## src/rtl/menu_param.sv

```systemverilog
// -----------------------------------------------------------------------------
// menu_param
//   Four-button menu controller. In BROWSE, up/dn walk through ENTRIES menu
//   entries. rt opens the selected value for digit-by-digit BCD editing. In
//   EDIT, up/dn change the cursor digit, and rt/lf move the cursor. rt past
//   digit 0 commits the value through a one-cycle sel_set strobe, which is
//   issued once conf_ready allows it. lf past the most significant digit
//   cancels the edit.
//
//   Optional feature: define MENU_AUTOREPEAT_EN to auto-repeat a held up/dn
//   button. The first repeat comes after HOLD_CYCLES ce-cycles, and further
//   repeats follow every REPEAT_CYCLES ce-cycles.
//
// Ports
//   clk          clock
//   rst_n        synchronous active-low reset
//   ce           clock enable; nothing advances while low
//   btn_up/dn/lf/rt  active-low buttons, idle high
//   conf_ready   configuration store accepts a write
//   sel_index    selected entry
//   sel_value    stored value of sel_index (BCD)
//   new_value    edited value (BCD)
//   sel_set      one-cycle write strobe for new_value
//   blinking     one-hot cursor digit, bit 0 = least significant
//   editing      high in EDIT or COMMIT
//
// States
//   BROWSE | choosing an entry; sel_index moves, new_value holds
//   EDIT   | changing new_value digit under the cursor
//   COMMIT | waiting for conf_ready to issue sel_set
// -----------------------------------------------------------------------------
module menu_param #(
    parameter int ENTRIES       = 6,
    parameter int DIGITS        = 4,
    parameter int HOLD_CYCLES   = 8,
    parameter int REPEAT_CYCLES = 4,
    localparam int IDX_W        = (ENTRIES > 1) ? $clog2(ENTRIES) : 1
) (
    input  logic                  clk,
    input  logic                  rst_n,
    input  logic                  ce,
    input  logic                  btn_up,
    input  logic                  btn_dn,
    input  logic                  btn_lf,
    input  logic                  btn_rt,
    input  logic                  conf_ready,
    output logic [IDX_W-1:0]      sel_index,
    input  logic [DIGITS*4-1:0]   sel_value,
    output logic [DIGITS*4-1:0]   new_value,
    output logic                  sel_set,
    output logic [DIGITS-1:0]     blinking,
    output logic                  editing
);

    localparam int CUR_W = (DIGITS > 1) ? $clog2(DIGITS) : 1;
    localparam logic [IDX_W-1:0] IDX_LAST = IDX_W'(ENTRIES - 1);
    localparam logic [CUR_W-1:0] CUR_MSD  = CUR_W'(DIGITS - 1);

    if (ENTRIES < 2 || ENTRIES > 16 || DIGITS < 1 || DIGITS > 8 ||
        HOLD_CYCLES < 1 || REPEAT_CYCLES < 1) begin : g_bad_param
        $error("menu_param: parameter out of range");
    end

    typedef enum logic [1:0] {BROWSE, EDIT, COMMIT} state_t;

    state_t                state, state_nx;
    logic [IDX_W-1:0]      idx_q, idx_nx;
    logic [DIGITS*4-1:0]   val_q, val_nx;
    logic [CUR_W-1:0]      cur_q, cur_nx;
    logic [3:0]            dig_cur, dig_new;

    // Button vector order: {rt, lf, dn, up}; bits are active-low.
    logic [3:0] btn_now, btn_prev, fall, ev;
    logic       rpt_up, rpt_dn;

    assign btn_now = {btn_rt, btn_lf, btn_dn, btn_up};
    assign fall    = btn_prev & ~btn_now;

    always_ff @(posedge clk) begin
        if (!rst_n)
            btn_prev <= 4'hF;
        else if (ce)
            btn_prev <= btn_now;
    end

`ifdef MENU_AUTOREPEAT_EN
    localparam int RPT_MAX = (HOLD_CYCLES > REPEAT_CYCLES) ? HOLD_CYCLES : REPEAT_CYCLES;
    localparam int RPT_W   = $clog2(RPT_MAX + 1);

    logic [RPT_W-1:0] rpt_cnt;
    logic             up_alone, dn_alone, held, rpt_fire;

    assign up_alone = (btn_now == 4'b1110);
    assign dn_alone = (btn_now == 4'b1101);
    assign held     = up_alone | dn_alone;
    // Terminal count 1 fires on the same cycle as the reload, so the first
    // repeat lands exactly HOLD_CYCLES ce-cycles after the press.
    assign rpt_fire = held && (fall == 4'b0000) && (rpt_cnt == RPT_W'(1));
    assign rpt_up   = rpt_fire & up_alone;
    assign rpt_dn   = rpt_fire & dn_alone;

    always_ff @(posedge clk) begin
        if (!rst_n)
            rpt_cnt <= '0;
        else if (ce) begin
            if (!held)
                rpt_cnt <= '0;
            else if (|fall)
                rpt_cnt <= RPT_W'(HOLD_CYCLES);
            else if (rpt_fire)
                rpt_cnt <= RPT_W'(REPEAT_CYCLES);
            else if (rpt_cnt != '0)
                rpt_cnt <= rpt_cnt - RPT_W'(1);
        end
    end
`else
    assign rpt_up = 1'b0;
    assign rpt_dn = 1'b0;
`endif

    // Simultaneous presses cancel each other; only a lone press is an event.
    always_comb begin
        ev = 4'b0000;
        if ($onehot(fall))
            ev = fall;
        else
            ev = {2'b00, rpt_dn, rpt_up};
    end

    always_ff @(posedge clk) begin
        if (!rst_n) begin
            state <= BROWSE;
            idx_q <= '0;
            val_q <= '0;
            cur_q <= '0;
        end else if (ce) begin
            state <= state_nx;
            idx_q <= idx_nx;
            val_q <= val_nx;
            cur_q <= cur_nx;
        end
    end

    always_comb begin
        state_nx = state;
        idx_nx   = idx_q;
        val_nx   = val_q;
        cur_nx   = cur_q;
        dig_cur  = 4'd0;
        dig_new  = 4'd0;

        for (int d = 0; d < DIGITS; d++)
            if (cur_q == CUR_W'(d))
                dig_cur = val_q[d*4 +: 4];

        // Non-BCD nibbles are folded back into 0..9 on the first edit.
        if (ev[0])
            dig_new = (dig_cur >= 4'd9) ? 4'd0 : dig_cur + 4'd1;
        else
            dig_new = (dig_cur == 4'd0 || dig_cur > 4'd9) ? 4'd9 : dig_cur - 4'd1;

        case (state)
            BROWSE: begin
                if (ev[0])
                    idx_nx = (idx_q == '0) ? IDX_LAST : idx_q - IDX_W'(1);
                else if (ev[1])
                    idx_nx = (idx_q == IDX_LAST) ? '0 : idx_q + IDX_W'(1);
                else if (ev[3]) begin
                    state_nx = EDIT;
                    val_nx   = sel_value;
                    cur_nx   = CUR_MSD;
                end
            end
            EDIT: begin
                if (ev[0] || ev[1]) begin
                    for (int d = 0; d < DIGITS; d++)
                        if (cur_q == CUR_W'(d))
                            val_nx[d*4 +: 4] = dig_new;
                end else if (ev[3]) begin
                    if (cur_q == '0)
                        state_nx = COMMIT;
                    else
                        cur_nx = cur_q - CUR_W'(1);
                end else if (ev[2]) begin
                    if (cur_q == CUR_MSD)
                        state_nx = BROWSE;
                    else
                        cur_nx = cur_q + CUR_W'(1);
                end
            end
            COMMIT: begin
                if (conf_ready)
                    state_nx = BROWSE;
            end
            default: state_nx = BROWSE;
        endcase
    end

    assign sel_index = idx_q;
    assign new_value = val_q;
    assign editing   = (state != BROWSE);
    assign blinking  = (state == EDIT) ? (DIGITS'(1) << cur_q) : '0;
    // rst_n gating keeps an aborted COMMIT from strobing in the reset cycle.
    assign sel_set   = rst_n & ce & conf_ready & (state == COMMIT);

endmodule

```

## config.mk

```make
export PLATFORM = sky130hd
export DESIGN_NAME = menu_param
export DESIGN_NICKNAME = d
export VERILOG_FILES = /design/src/rtl/menu_param.sv
export SDC_FILE = /design/constraint.sdc
export NUM_CORES = 1
export LEC_CHECK = 0
export BUFFER_PORTS_ARGS = -buffer_cell sky130_fd_sc_hd__buf_2
export CORE_MARGIN = 2
export CORE_UTILIZATION = 25
export DETAILED_ROUTE_END_ITERATION = 7
export MAX_ROUTING_LAYER = met4
export PLACE_DENSITY = 0.42
export SYNTH_ARGS = -nofsm -noshare
export SYNTH_HDL_FRONTEND = slang
export SYNTH_SLANG_ARGS = --single-unit
```

## constraint.sdc

```tcl
create_clock -name clk -period 3 [get_ports clk]
set_input_delay 0.3 -clock clk [delete_from_list [all_inputs] [get_ports clk]]
set_output_delay 0.3 -clock clk [all_outputs]
set_load 0.02 [all_outputs]
```

==> impl_results.md <==
* Status: finished with violations
* Failing checks: setup timing
* Area of the multi-input gates at approximately 1300 um2
* Core area at roughly 7600 um2
* Finished Cell Area at 2530 um2
* Die width at 92.4 um
* Max rail drop VDD at approximately 0.16 mV
* R2r setup slk at -0.01 ns
* P&R area growth vs syn at 29.3%
* Initial Utilization at 25.6%
* CP Class: reg -> reg
* Clk sinks at 27
* Warnings, synthesis at 0
* Die Footprint at 8540 um2
* Num CTS Buffers at 3
* DRC Markers at 0
* Top_reg_cell synth: dfxtp_1
* Root Driver: clkbuf_8
* Vias per inst at a little under 5
* P_leak at roughly 0.0010 uW
* Synth top area cells: dfxtp_1, ha_1, nor2_1, o21ai_0, a21oi_1
* Final ANT Viol Nets at 0
* Share of layout cells above drive strength 1 at between 30% and 40%
* Global-route wire length before repair at 9.94 mm
* Cell Count, Final, Fillers Out at 409
* Worst r2r src: btn_prev[0]$_SDFFE_PN1P_
* Cells after Synth at between 200 and 250
* Fin crit share at 100%
* Util after Layout at 33.0%
* GR Overflow Total at 0
* Dpl cells at 404
* P per Cell Area at 352 nW/um2
* Count of cell types in the netlist at between 50 and 60
* Initial antenna violation count at 0
* Gr usage total at between 10 and 15%
* Skew-Pair Late Insertion Delay at 0.28 ns
* Worst r2r path cells at 10
* IO Pins at 49
* Initial DRC count at 95
* Syn avg cell area at 8.04 um2
* Vias in the first global route at 1997
* Least-Margin Pin Slew at ~0.71 ns
* Worst Path Arrival at around 3.2 ns
* Worst setup margin at -0.0103 ns
* Slew Limit Fails at 0
* Critical Path Sink: cur_q[0]$_SDFFE_PN0P_
* DRT Pass-1 Iters at 4
* Nets at roughly 340
* Hold crit path type: in -> reg
* Number of synthesized register bits at 27
* GPL Wtd Cong at about 0.81
* Largest net degree at the start of global routing at 32
* WL per Instance at ~15 um
* Vert. Die Dim at between 90 and 100 um
* Max capacitance violation total at 0
* Largest area contributor in the netlist: dfxtp_1
* Syn_nets at 278
* Core Rows at 32
* Sequential share of the synthesized area at roughly 28%
* Placed inst area at ~2400 um2
* Cts hold-fix bufs at 0
* Synthesized cell area at just under 2000 um2
* Sequential cell area at 543 um2
* Final Hold Vio Count at 0
* Clock Tree Buf Depth at 2
* HPWL Detailed at 4.62 mm
* Setup violators final at 1
* Worst setup SP type: flip-flop
* CP startpoint: btn_prev[0]$_SDFFE_PN1P_
* Fin crit period at about 3 ns
* FFs w/ async S/R, synth at 0%
* Via count at approximately 2000
* Slew margin rel. at 52.7%
* CP Capture Type: flip-flop
* Number of diodes at 0
* Port Buffers at 48
* R2r endpoint: cur_q[0]$_SDFFE_PN0P_
* Worst Path Max Fanout at 4
* Fmax at approximately 0.33 GHz
* Max H-tree Level at 1
* RSZ-0062 raised after global routing: true
* Routed WL at about 6.0 mm
* Clock-pin slew on the worst setup and hold paths at around 0.10 ns
* Post-synth top area share at roughly 28%
* CTS tree: yes
* Filler instances at between 800 and 900
* EDFF count, synth at 0
* Worst endpoint required time at 3.16 ns
* Skew final at 0.00950 ns
## sequential cells by signal, indices dropped and copies added (netlist names)
| signal | cells |
|---|---|
| new_value | 16 |
| btn_prev | 4 |
| sel_index | 3 |
| cur_q | 2 |
| state | 2 |
## routing by layer
metal	GRT usage (%)	wire length, um	vias to the layer above	part of all wire, %
met5	-	0	-	0
met4	3.98	41	0	0.68
met3	1.63	162	2	2.7
met2	23.4	2750	29	46
met1	20.7	3080	950	51
li1	-	-	1027	-
## power breakdown
group,internal [uW],leakage [uW],switching (uW)
clock network,93.3,0.0000255,125
logic,132,0.000802,154
registers,371,0.000218,12.8
total,597,0.00105,292
## per-stage QoR
step                      setup TNS [ns]  hold WS (ns)  setup WS, ns  total power (uW)
after global placement           -0.0445         0.447       -0.0433               677
after floorplan                        0         0.428        0.0368               568
after CTS                              0         0.241        0.0257               901
final                            -0.0103         0.253       -0.0103               890
after global routing              -0.225         0.260       -0.0964               955
after detailed placement          -0.117         0.457       -0.0876               676
## repair_timing
action	in CTS	in global routing
resized for setup	0	9
setup endpoints to repair	0	15
setup buffers	0	1
## cells in the final DEF (no fill, tap or decap), types with 3 or more instances in the layout
cell | Yosys | final
clkbuf_8 | 0 | 3
o31ai_1 | 3 | 3
mux2i_1 | 7 | 7
nor3b_1 | 5 | 4
a21oi_1 | 17 | 17
nand3b_1 | 5 | 5
nand2_1 | 15 | 14
o21ai_1 | 7 | 7
and2_1 | 5 | 5
o211ai_1 | 3 | 3
ha_1 | 10 | 8
a221oi_2 | 4 | 4
a211oi_1 | 8 | 6
nor3_1 | 6 | 4
o21ai_0 | 18 | 18
dfxtp_1 | 27 | 25
inv_1 | 15 | 15
nand3_1 | 6 | 6
buf_2 | 3 | 48
nor2_1 | 27 | 27
buf_4 | 3 | 26
a32o_1 | 8 | 8
## kinds of logic (layout without fill, tap and decap cells)
group | Yosys count | in the layout | synth area share (%)
simple gates | 83 | 83 | 22.5
buf+inv | 31 | 95 | 7.49
mux | 7 | 7 | 3.59
compound gates | 83 | 83 | 30.9
xor+xnor | 1 | 1 | 0.448
flops | 27 | 27 | 27.7
fa+ha+maj | 11 | 11 | 7.43
## Yosys cell counts (2+ instances only)
| cell type | n |
|---|---|
| ha_1 | 10 |
| inv_1 | 15 |
| nand3_1 | 6 |
| and2_1 | 5 |
| buf_2 | 3 |
| nor3b_1 | 5 |
| a31oi_1 | 2 |
| a221oi_2 | 4 |
| nor2b_1 | 2 |
| o21ai_0 | 18 |
| a221o_1 | 2 |
| a21oi_1 | 17 |
| clkbuf_1 | 6 |
| o31ai_1 | 3 |
| a32o_1 | 8 |
| buf_4 | 3 |
| a211oi_1 | 8 |
| dfxtp_1 | 27 |
| o21ai_1 | 7 |
| nor3_1 | 6 |
| o211ai_1 | 3 |
| o2bb2ai_1 | 2 |
| nand2_1 | 15 |
| nand3b_1 | 5 |
| mux2i_1 | 7 |
| buf_6 | 2 |
| nor2_1 | 27 |
## worst max-delay path: stages (launching register included)
cell and delay (ns):
dfxtp_1 0.32, nor2b_2 0.16, fa_1 0.53, ha_2 0.18
ha_4 0.20, or3b_4 0.41, a2111oi_4 0.21, o21ai_2 0.09
a2111o_1 0.49, nor3_2 0.25, a211oi_2 0.05
## area by class of cell
type                    count  share of cell area, %
repair buffers             74                   17.2
clock buffers               3                   1.63
inverters                  17                   2.52
well taps                 102                   5.05
flip-flops and latches     27                   21.5
multi-input cells         185                   51.9
clock inverters             1                  0.198
## how the worst min path moves through the flow
stage	to	cells past startpoint	slack [ns]	start
finish	btn_prev[3]$_SDFFE_PN1P_	3	0.25	btn_rt
detailed placement	btn_prev[0]$_SDFFE_PN1P_	2	0.46	btn_prev[0]$_SDFFE_PN1P_
global placement	btn_prev[0]$_SDFFE_PN1P_	2	0.45	btn_prev[0]$_SDFFE_PN1P_
CTS	btn_prev[1]$_SDFFE_PN1P_	3	0.24	btn_dn
floorplan	btn_prev[0]$_SDFFE_PN1P_	2	0.43	btn_up
global route	btn_prev[1]$_SDFFE_PN1P_	3	0.26	btn_dn
Power figures use the tool's default switching activity.
